<file path="config.mk">
export PLATFORM = sky130hd
export DESIGN_NAME = fetch_stage
export DESIGN_NICKNAME = d
export VERILOG_FILES = /design/src/rtl/fetch_pkg.sv /design/src/rtl/if_id_reg.sv /design/src/rtl/fetch_stage.sv
export SDC_FILE = /design/constraint.sdc
export NUM_CORES = 1
export LEC_CHECK = 0
export CAP_MARGIN = 10
export CORE_MARGIN = 2
export CORE_UTILIZATION = 54
export DETAILED_ROUTE_END_ITERATION = 10
export PLACE_DENSITY = 0.93
export SLEW_MARGIN = 15
export SYNTH_ARGS = -nofsm -noshare
export SYNTH_HDL_FRONTEND = slang
export SYNTH_HIERARCHICAL = 1
export SYNTH_SLANG_ARGS = --single-unit
</file>
<file path="constraint.sdc">
create_clock -name clk -period 6.4 [get_ports clk]
set_input_delay 0.64 -clock clk [delete_from_list [all_inputs] [get_ports clk]]
set_output_delay 0.64 -clock clk [all_outputs]
set_load 0.03 [all_outputs]
</file>
<file path="src/rtl/fetch_pkg.sv">
// Shared types and defaults for the instruction fetch stage.
package fetch_pkg;

    localparam int unsigned XLEN = 32;

    localparam logic [XLEN-1:0] RESET_PC_DEF  = 32'hBFC00000;
    localparam logic [XLEN-1:0] NOP_INSTR_DEF = 32'h00000013;

    typedef enum logic [2:0] {
        S_IDLE  = 3'd0,
        S_FETCH = 3'd1,
        S_WAIT  = 3'd2,
        S_DROP  = 3'd3,
        S_HOLD  = 3'd4
    } fetch_state_e;

    // Word-align an address; instruction fetches never use the low two bits.
    function automatic logic [XLEN-1:0] word_align(input logic [XLEN-1:0] a);
        return a & ~32'd3;
    endfunction

endpackage

</file>
<file path="src/rtl/if_id_reg.sv">
// IF/ID pipeline register: flush beats hold, hold beats load, otherwise a bubble is inserted.
module if_id_reg
    import fetch_pkg::*;
#(
    parameter logic [XLEN-1:0] NOP_INSTR = NOP_INSTR_DEF
) (
    input  logic            clk,
    input  logic            rst_n,
    input  logic            flush_i,
    input  logic            hold_i,
    input  logic            load_i,
    input  logic [XLEN-1:0] instr_i,
    input  logic [XLEN-1:0] pc_i,
    output logic [XLEN-1:0] instr_o,
    output logic [XLEN-1:0] pc_o,
    output logic [XLEN-1:0] pc_plus4_o,
    output logic            valid_o
);

    logic [XLEN-1:0] instr_q;
    logic [XLEN-1:0] pc_q;
    logic [XLEN-1:0] pc_plus4_q;
    logic            valid_q;

    // A flush or bubble only kills the instruction; pc_o keeps its last value.
    always_ff @(posedge clk or negedge rst_n) begin
        if (!rst_n) begin
            instr_q    <= NOP_INSTR;
            pc_q       <= '0;
            pc_plus4_q <= '0;
            valid_q    <= 1'b0;
        end else if (flush_i) begin
            instr_q <= NOP_INSTR;
            valid_q <= 1'b0;
        end else if (!hold_i) begin
            if (load_i) begin
                instr_q    <= instr_i;
                pc_q       <= pc_i;
                pc_plus4_q <= pc_i + 32'd4;
                valid_q    <= 1'b1;
            end else begin
                instr_q <= NOP_INSTR;
                valid_q <= 1'b0;
            end
        end
    end

    assign instr_o    = instr_q;
    assign pc_o       = pc_q;
    assign pc_plus4_o = pc_plus4_q;
    assign valid_o    = valid_q;

endmodule

</file>
<file path="src/rtl/fetch_stage.sv">
// Instruction fetch stage: pc, single-outstanding memory request FSM and one-entry stall buffer.
module fetch_stage
    import fetch_pkg::*;
#(
    parameter logic [XLEN-1:0] RESET_PC  = RESET_PC_DEF,
    parameter logic [XLEN-1:0] NOP_INSTR = NOP_INSTR_DEF
) (
    input  logic            clk,
    input  logic            rst_n,
    input  logic            PCSrc,
    input  logic [XLEN-1:0] PCTarget,
    input  logic            stall,
    output logic            imem_req,
    output logic [XLEN-1:0] imem_addr,
    input  logic            imem_gnt,
    input  logic            imem_rvalid,
    input  logic [XLEN-1:0] imem_rdata,
    output logic [XLEN-1:0] instr_o,
    output logic [XLEN-1:0] pc_o,
    output logic [XLEN-1:0] pc_plus4_o,
    output logic            valid_o,
    output fetch_state_e    state_o
);

    // Memory handshake: a request is accepted in a cycle where imem_req and imem_gnt are
    // both high; its single response arrives later as one cycle of imem_rvalid with imem_rdata.

    fetch_state_e    state_q, state_d;
    logic [XLEN-1:0] pc_q, pc_d;
    logic [XLEN-1:0] req_pc_q, req_pc_d;
    logic [XLEN-1:0] buf_q, buf_d;
    logic            load;
    logic [XLEN-1:0] load_instr;

    always_ff @(posedge clk or negedge rst_n) begin
        if (!rst_n) begin
            state_q  <= S_IDLE;
            pc_q     <= word_align(RESET_PC);
            req_pc_q <= '0;
            buf_q    <= NOP_INSTR;
        end else begin
            state_q  <= state_d;
            pc_q     <= pc_d;
            req_pc_q <= req_pc_d;
            buf_q    <= buf_d;
        end
    end

    always_comb begin
        state_d    = state_q;
        pc_d       = pc_q;
        req_pc_d   = req_pc_q;
        buf_d      = buf_q;
        imem_req   = 1'b0;
        load       = 1'b0;
        load_instr = imem_rdata;

        case (state_q)
            S_IDLE: state_d = S_FETCH;
            S_FETCH: begin
                if (!PCSrc) begin
                    imem_req = 1'b1;
                    if (imem_gnt) begin
                        req_pc_d = pc_q;
                        pc_d     = pc_q + 32'd4;
                        state_d  = S_WAIT;
                    end
                end
            end
            S_WAIT: begin
                if (imem_rvalid) begin
                    state_d = S_FETCH;
                    if (!PCSrc) begin
                        if (stall) begin
                            buf_d   = imem_rdata;
                            state_d = S_HOLD;
                        end else begin
                            load = 1'b1;
                        end
                    end
                end else if (PCSrc) begin
                    // The response is still in flight; wait for it and throw it away.
                    state_d = S_DROP;
                end
            end
            S_DROP: begin
                if (imem_rvalid) state_d = S_FETCH;
            end
            S_HOLD: begin
                if (PCSrc || !stall) state_d = S_FETCH;
                if (!PCSrc && !stall) begin
                    load       = 1'b1;
                    load_instr = buf_q;
                end
            end
            default: state_d = S_IDLE;
        endcase

        // A redirect retargets pc whatever the state, overriding the sequential increment.
        if (PCSrc) pc_d = word_align(PCTarget);
    end

    assign imem_addr = pc_q;
    assign state_o   = state_q;

    if_id_reg #(
        .NOP_INSTR (NOP_INSTR)
    ) u_if_id (
        .clk        (clk),
        .rst_n      (rst_n),
        .flush_i    (PCSrc),
        .hold_i     (stall),
        .load_i     (load),
        .instr_i    (load_instr),
        .pc_i       (req_pc_q),
        .instr_o    (instr_o),
        .pc_o       (pc_o),
        .pc_plus4_o (pc_plus4_o),
        .valid_o    (valid_o)
    );

endmodule
</file>
==> impl_summary.txt <==
----------------------------------------------------
[Yosys]
  Largest cells by area after synthesis ... sky130_fd_sc_hd__dfrtp_1 50%, sky130_fd_sc_hd__mux2_2 12%, sky130_fd_sc_hd__nand2_1 7.2%
  Post-Synthesis Mean Instance Area ... 11.0 um^2
  Synthesized cell area ... 8740 um^2
  Ys async rst share ... 100%
  Main flop type after synthesis ... sky130_fd_sc_hd__dfrtp_1
  Largest area contributor in the synthesized netlist ... sky130_fd_sc_hd__dfrtp_1
  Number of library cell types mapped by synthesis ... 58
  Sequential-to-total area share from yosys stat ... a little over half
  Post-synth EDFFs ... 0
  Yosys reg bits ... 190
  Synthesized netlist cell count ... roughly 800
  Number of synthesis warnings ... 6
  Top cell type's share of synthesized area ... about half

[Timing]
  Worst setup skew after layout ... around 0.0083 ns
  Slew at the pin with the worst max-slew slack ... between 1 and 1.5 ns
  Final count of pins violating max slew ... 0
  Fin Setup TNS ... 0 ns
  Setup violations, final ... 0
  Worst slew margin ... around 28%
  Maximum clock frequency ... between 300 and 400 MHz
  Post-route fraction of the period consumed by the critical path ... between 40% and 50%
  RSZ-0062 raised after global routing ... no
  Post-route minimum period ... approximately 3.0 ns
  Final count of hold timing violations ... 0

[CTS]
  Inserted Clock Buffers ... 17
  Level count of the clock H-tree ... 4
  Max clock buf depth ... 2
  Total clock sinks ... between 150 and 200
  Post-CTS Setup Inserts ... 0
  Post-CTS resize count ... 0
  CTS Hold Bufs ... 0
  Worst-path clk slew ... 0.07 ns
  Clock latency on the worst-skew pair ... 0.44 ns
  Clock tree from TritonCTS ... built
  Root buffer selected by CTS ... sky130_fd_sc_hd__clkbuf_16

[Power and ir drop]
  Maximum vdd ir drop ... about 210 uV
  Clock network fraction of total power ... 37.6%
  Fraction of power spent switching nets ... 28.4%
  Net Sw Power ... ~0.00095 W
  Internal power ... 0.00240 W
  PwrDens ... about 290 nW/um^2
  Sequential fraction of design power ... a little under half
  Combinational cell fraction of total power ... ~16%
  Leakage ... slightly above 5 nW

[Critical path]
  Kind of critical path ... primary input to flip-flop
  Startpoint of the worst register-to-register path ... state_o[1]
  CP Data Arrival Time ... between 3 and 4 ns
  Required time worst endpoint ... a little under 7 ns
  Endpoint type of the worst setup path ... flip-flop
  Peak fanout along the critical path ... 90
  Setup crit start kind ... primary input
  Start point of the critical path ... imem_rvalid

[Detailed routing]
  Total length of routed met3 wires ... between 1000 and 1500 um
  1st-iter DRT viols ... 610
  DRC violation count after routing ... 0
  Routed len/inst ... between 15 and 20 um
  Top Metal Used ... met4
  Via density per instance ... about 5.7
  DR WL met2 ... between 10,000 and 15,000 um
  Count of nets left with antenna violations after detail routing ... 0
  Wl on met1 ... around 9300 um
  Total via count after detailed routing ... 6,901
  Initial DRT Pass Iterations ... 4
  DRT Wirelength ... 22,400 um

[Floorplan]
  Initial core utilization ... between 50% and 60%
  Area of the core ... about 16,000 um^2
  Ports ... between 200 and 250
  Die outline width ... 131 um
  Die Ht ... about 130 um
  Core Rows ... between 40 and 50
  Die outline area ... around 17,000 um^2

[Status]
  Result of the run ... complete, no violations

[Min path]
  Worst hold path class ... primary input to asynchronous set/reset pin

[Placement]
  Number of placed instances with taps included ... 1,169
  HPWL Detailed ... roughly 15,000 um
  GPL Wtd Cong ... 0.848
  Port-buffer cells ... between 150 and 200
  Placement Cell Area ... ~11,000 um^2

[Job]
  Max_cap viols ... 0

[GRT]
  Wire length of the first global-routing pass ... around 36,000 um
  Antenna violations before repair ... 0
  GRT Total Usage ... a little over a quarter
  Overflow after GRT ... 0
  Largest net degree at the start of global routing ... ~130
  Number of global-route vias before repair ... between 6,000 and 7,000

[Finish]
  Non-filler cells, final ... 1,201
  Cell area after layout ... between 10,000 and 15,000 um^2
  Fraction of layout cells with a size suffix above 1 ... around 16%
  Area Growth Syn to Fin ... 31.9%
  Final cell utilization of the core ... between 70% and 80%
  Number of diodes added for antenna fixing ... 0
  Net count of the finished layout ... approximately 1,000

----------------------------------------------------
==> critical path, stage by stage <==
cell	delay (ns)
sky130_fd_sc_hd__clkdlybuf4s50_1	0.49
sky130_fd_sc_hd__nor3b_1	0.24
sky130_fd_sc_hd__nor2_1	0.09
sky130_fd_sc_hd__nor4_1	0.33
sky130_fd_sc_hd__or3b_2	0.48
sky130_fd_sc_hd__buf_4	0.37
sky130_fd_sc_hd__or4_1	0.60
sky130_fd_sc_hd__nand3_1	0.10
==> power by group through the flow <==
stage	Sequential [W]	Combinational [W]	Clock, W
after global placement	0.00155	0.000513	0
after global routing	0.00157	0.000576	0.00132
final	0.00155	0.000536	0.00126
after detailed placement	0.00156	0.000530	0
after CTS	0.00154	0.000538	0.00128
after floorplan	0.00158	0.000252	0
==> routing by layer <==
layer  global-route usage [%]  vias up
met5                        0        -
met4                     12.7        0
met3                     5.36       63
met2                     41.0      329
met1                     35.9     3344
li1                         -     3165
==> cell usage in the layout (no fill, tap or decap), types with 4 or more instances in the layout <==
cell type and instances:
sky130_fd_sc_hd__and3_1 10, sky130_fd_sc_hd__o21ai_1 4, sky130_fd_sc_hd__a22o_1 29, sky130_fd_sc_hd__nand3_1 34
sky130_fd_sc_hd__xnor2_1 16, sky130_fd_sc_hd__xor2_1 22, sky130_fd_sc_hd__dfrtp_1 175, sky130_fd_sc_hd__nand2_1 167
sky130_fd_sc_hd__bufinv_16 7, sky130_fd_sc_hd__inv_1 5, sky130_fd_sc_hd__nor2_1 13, sky130_fd_sc_hd__o211ai_1 6
sky130_fd_sc_hd__clkdlybuf4s50_1 196, sky130_fd_sc_hd__nor2b_1 4, sky130_fd_sc_hd__clkbuf_16 17, sky130_fd_sc_hd__a21oi_1 5
sky130_fd_sc_hd__and4_1 4, sky130_fd_sc_hd__conb_1 4, sky130_fd_sc_hd__or4_1 10, sky130_fd_sc_hd__mux2_2 94
sky130_fd_sc_hd__o21ai_0 45, sky130_fd_sc_hd__dfstp_2 15, sky130_fd_sc_hd__clkinv_4 4, sky130_fd_sc_hd__nor3_1 9
sky130_fd_sc_hd__buf_4 8, sky130_fd_sc_hd__nand4_1 18, sky130_fd_sc_hd__nor4_1 5, sky130_fd_sc_hd__a31oi_1 6
==> cell type report <==
type | instances | area [um^2]
fillers | 1070 | 4300
flip-flops and latches | 190 | 4770
repair buffers | 206 | 2040
clock buffers | 17 | 425
inverters | 5 | 18.8
multi-input cells | 552 | 3720
well taps | 216 | 270
clock inverters | 15 | 283
==> logic make-up after synthesis <==
logic type / synth area share [%]
simple gates: 17.2
flops: 54.6
other cells: 0.0429
buf+inv: 3.09
compound gates: 8.80
xor+xnor: 3.81
fa+ha+maj: 0.286
mux: 12.2
==> state kept, by name, summed over array words and instances, names as in the netlist <==
name	flops
u_if_id/instr_o	32
buf_q	32
state_o	3
imem_addr	30
u_if_id/pc_plus4_o	30
u_if_id/pc_o	32
u_if_id/valid_o	1
req_pc_q	30
==> stage by stage <==
| stage | hold slack [ns] | worst slack [ns] | power (W) |
|---|---|---|---|
| 2_1_floorplan | 0.344 | 3.53 | 0.00183 |
| 3_3_place_gp | 0.459 | 3.03 | 0.00207 |
| 3_5_place_dp | 0.463 | 2.98 | 0.00209 |
| 4_1_cts | 0.401 | 3.41 | 0.00336 |
| 5_1_grt | 0.452 | 3.21 | 0.00347 |
| 6_report | 0.319 | 3.39 | 0.00334 |
==> path summary, 6_finish.rpt <==
check | cells past startpoint | slack [ns] | to
min in group clk | 2 | 0.48 | u_if_id/pc_o[14]
max in group asynchronous | 2 | 4.60 | u_if_id/instr_o[10]
min reg2reg | 2 | 0.48 | u_if_id/pc_o[14]
min | 1 | 0.32 | imem_addr[14]
max | 8 | 3.39 | u_if_id/pc_plus4_o[23]
max reg2reg | 8 | 3.48 | u_if_id/pc_plus4_o[23]
==> synth_stat cells (4+ instances only) <==
cell type	n
sky130_fd_sc_hd__dfstp_2	15
sky130_fd_sc_hd__a31oi_1	6
sky130_fd_sc_hd__nand4_1	18
sky130_fd_sc_hd__xnor2_1	16
sky130_fd_sc_hd__nor3_1	9
sky130_fd_sc_hd__a21oi_1	5
sky130_fd_sc_hd__inv_1	5
sky130_fd_sc_hd__nand2_1	167
sky130_fd_sc_hd__o21ai_0	45
sky130_fd_sc_hd__buf_4	9
sky130_fd_sc_hd__nor2_1	13
sky130_fd_sc_hd__nand3_1	34
sky130_fd_sc_hd__nor2b_1	5
sky130_fd_sc_hd__mux2_2	94
sky130_fd_sc_hd__buf_2	9
sky130_fd_sc_hd__dfrtp_1	175
sky130_fd_sc_hd__a22o_1	29
sky130_fd_sc_hd__xor2_1	22
sky130_fd_sc_hd__and4_1	4
sky130_fd_sc_hd__or4_1	10
sky130_fd_sc_hd__nor4_1	5
sky130_fd_sc_hd__o21ai_1	4
sky130_fd_sc_hd__o211ai_1	6
sky130_fd_sc_hd__clkbuf_1	25
sky130_fd_sc_hd__and3_1	10
No activity file was read; power rests on OpenSTA's default activity.
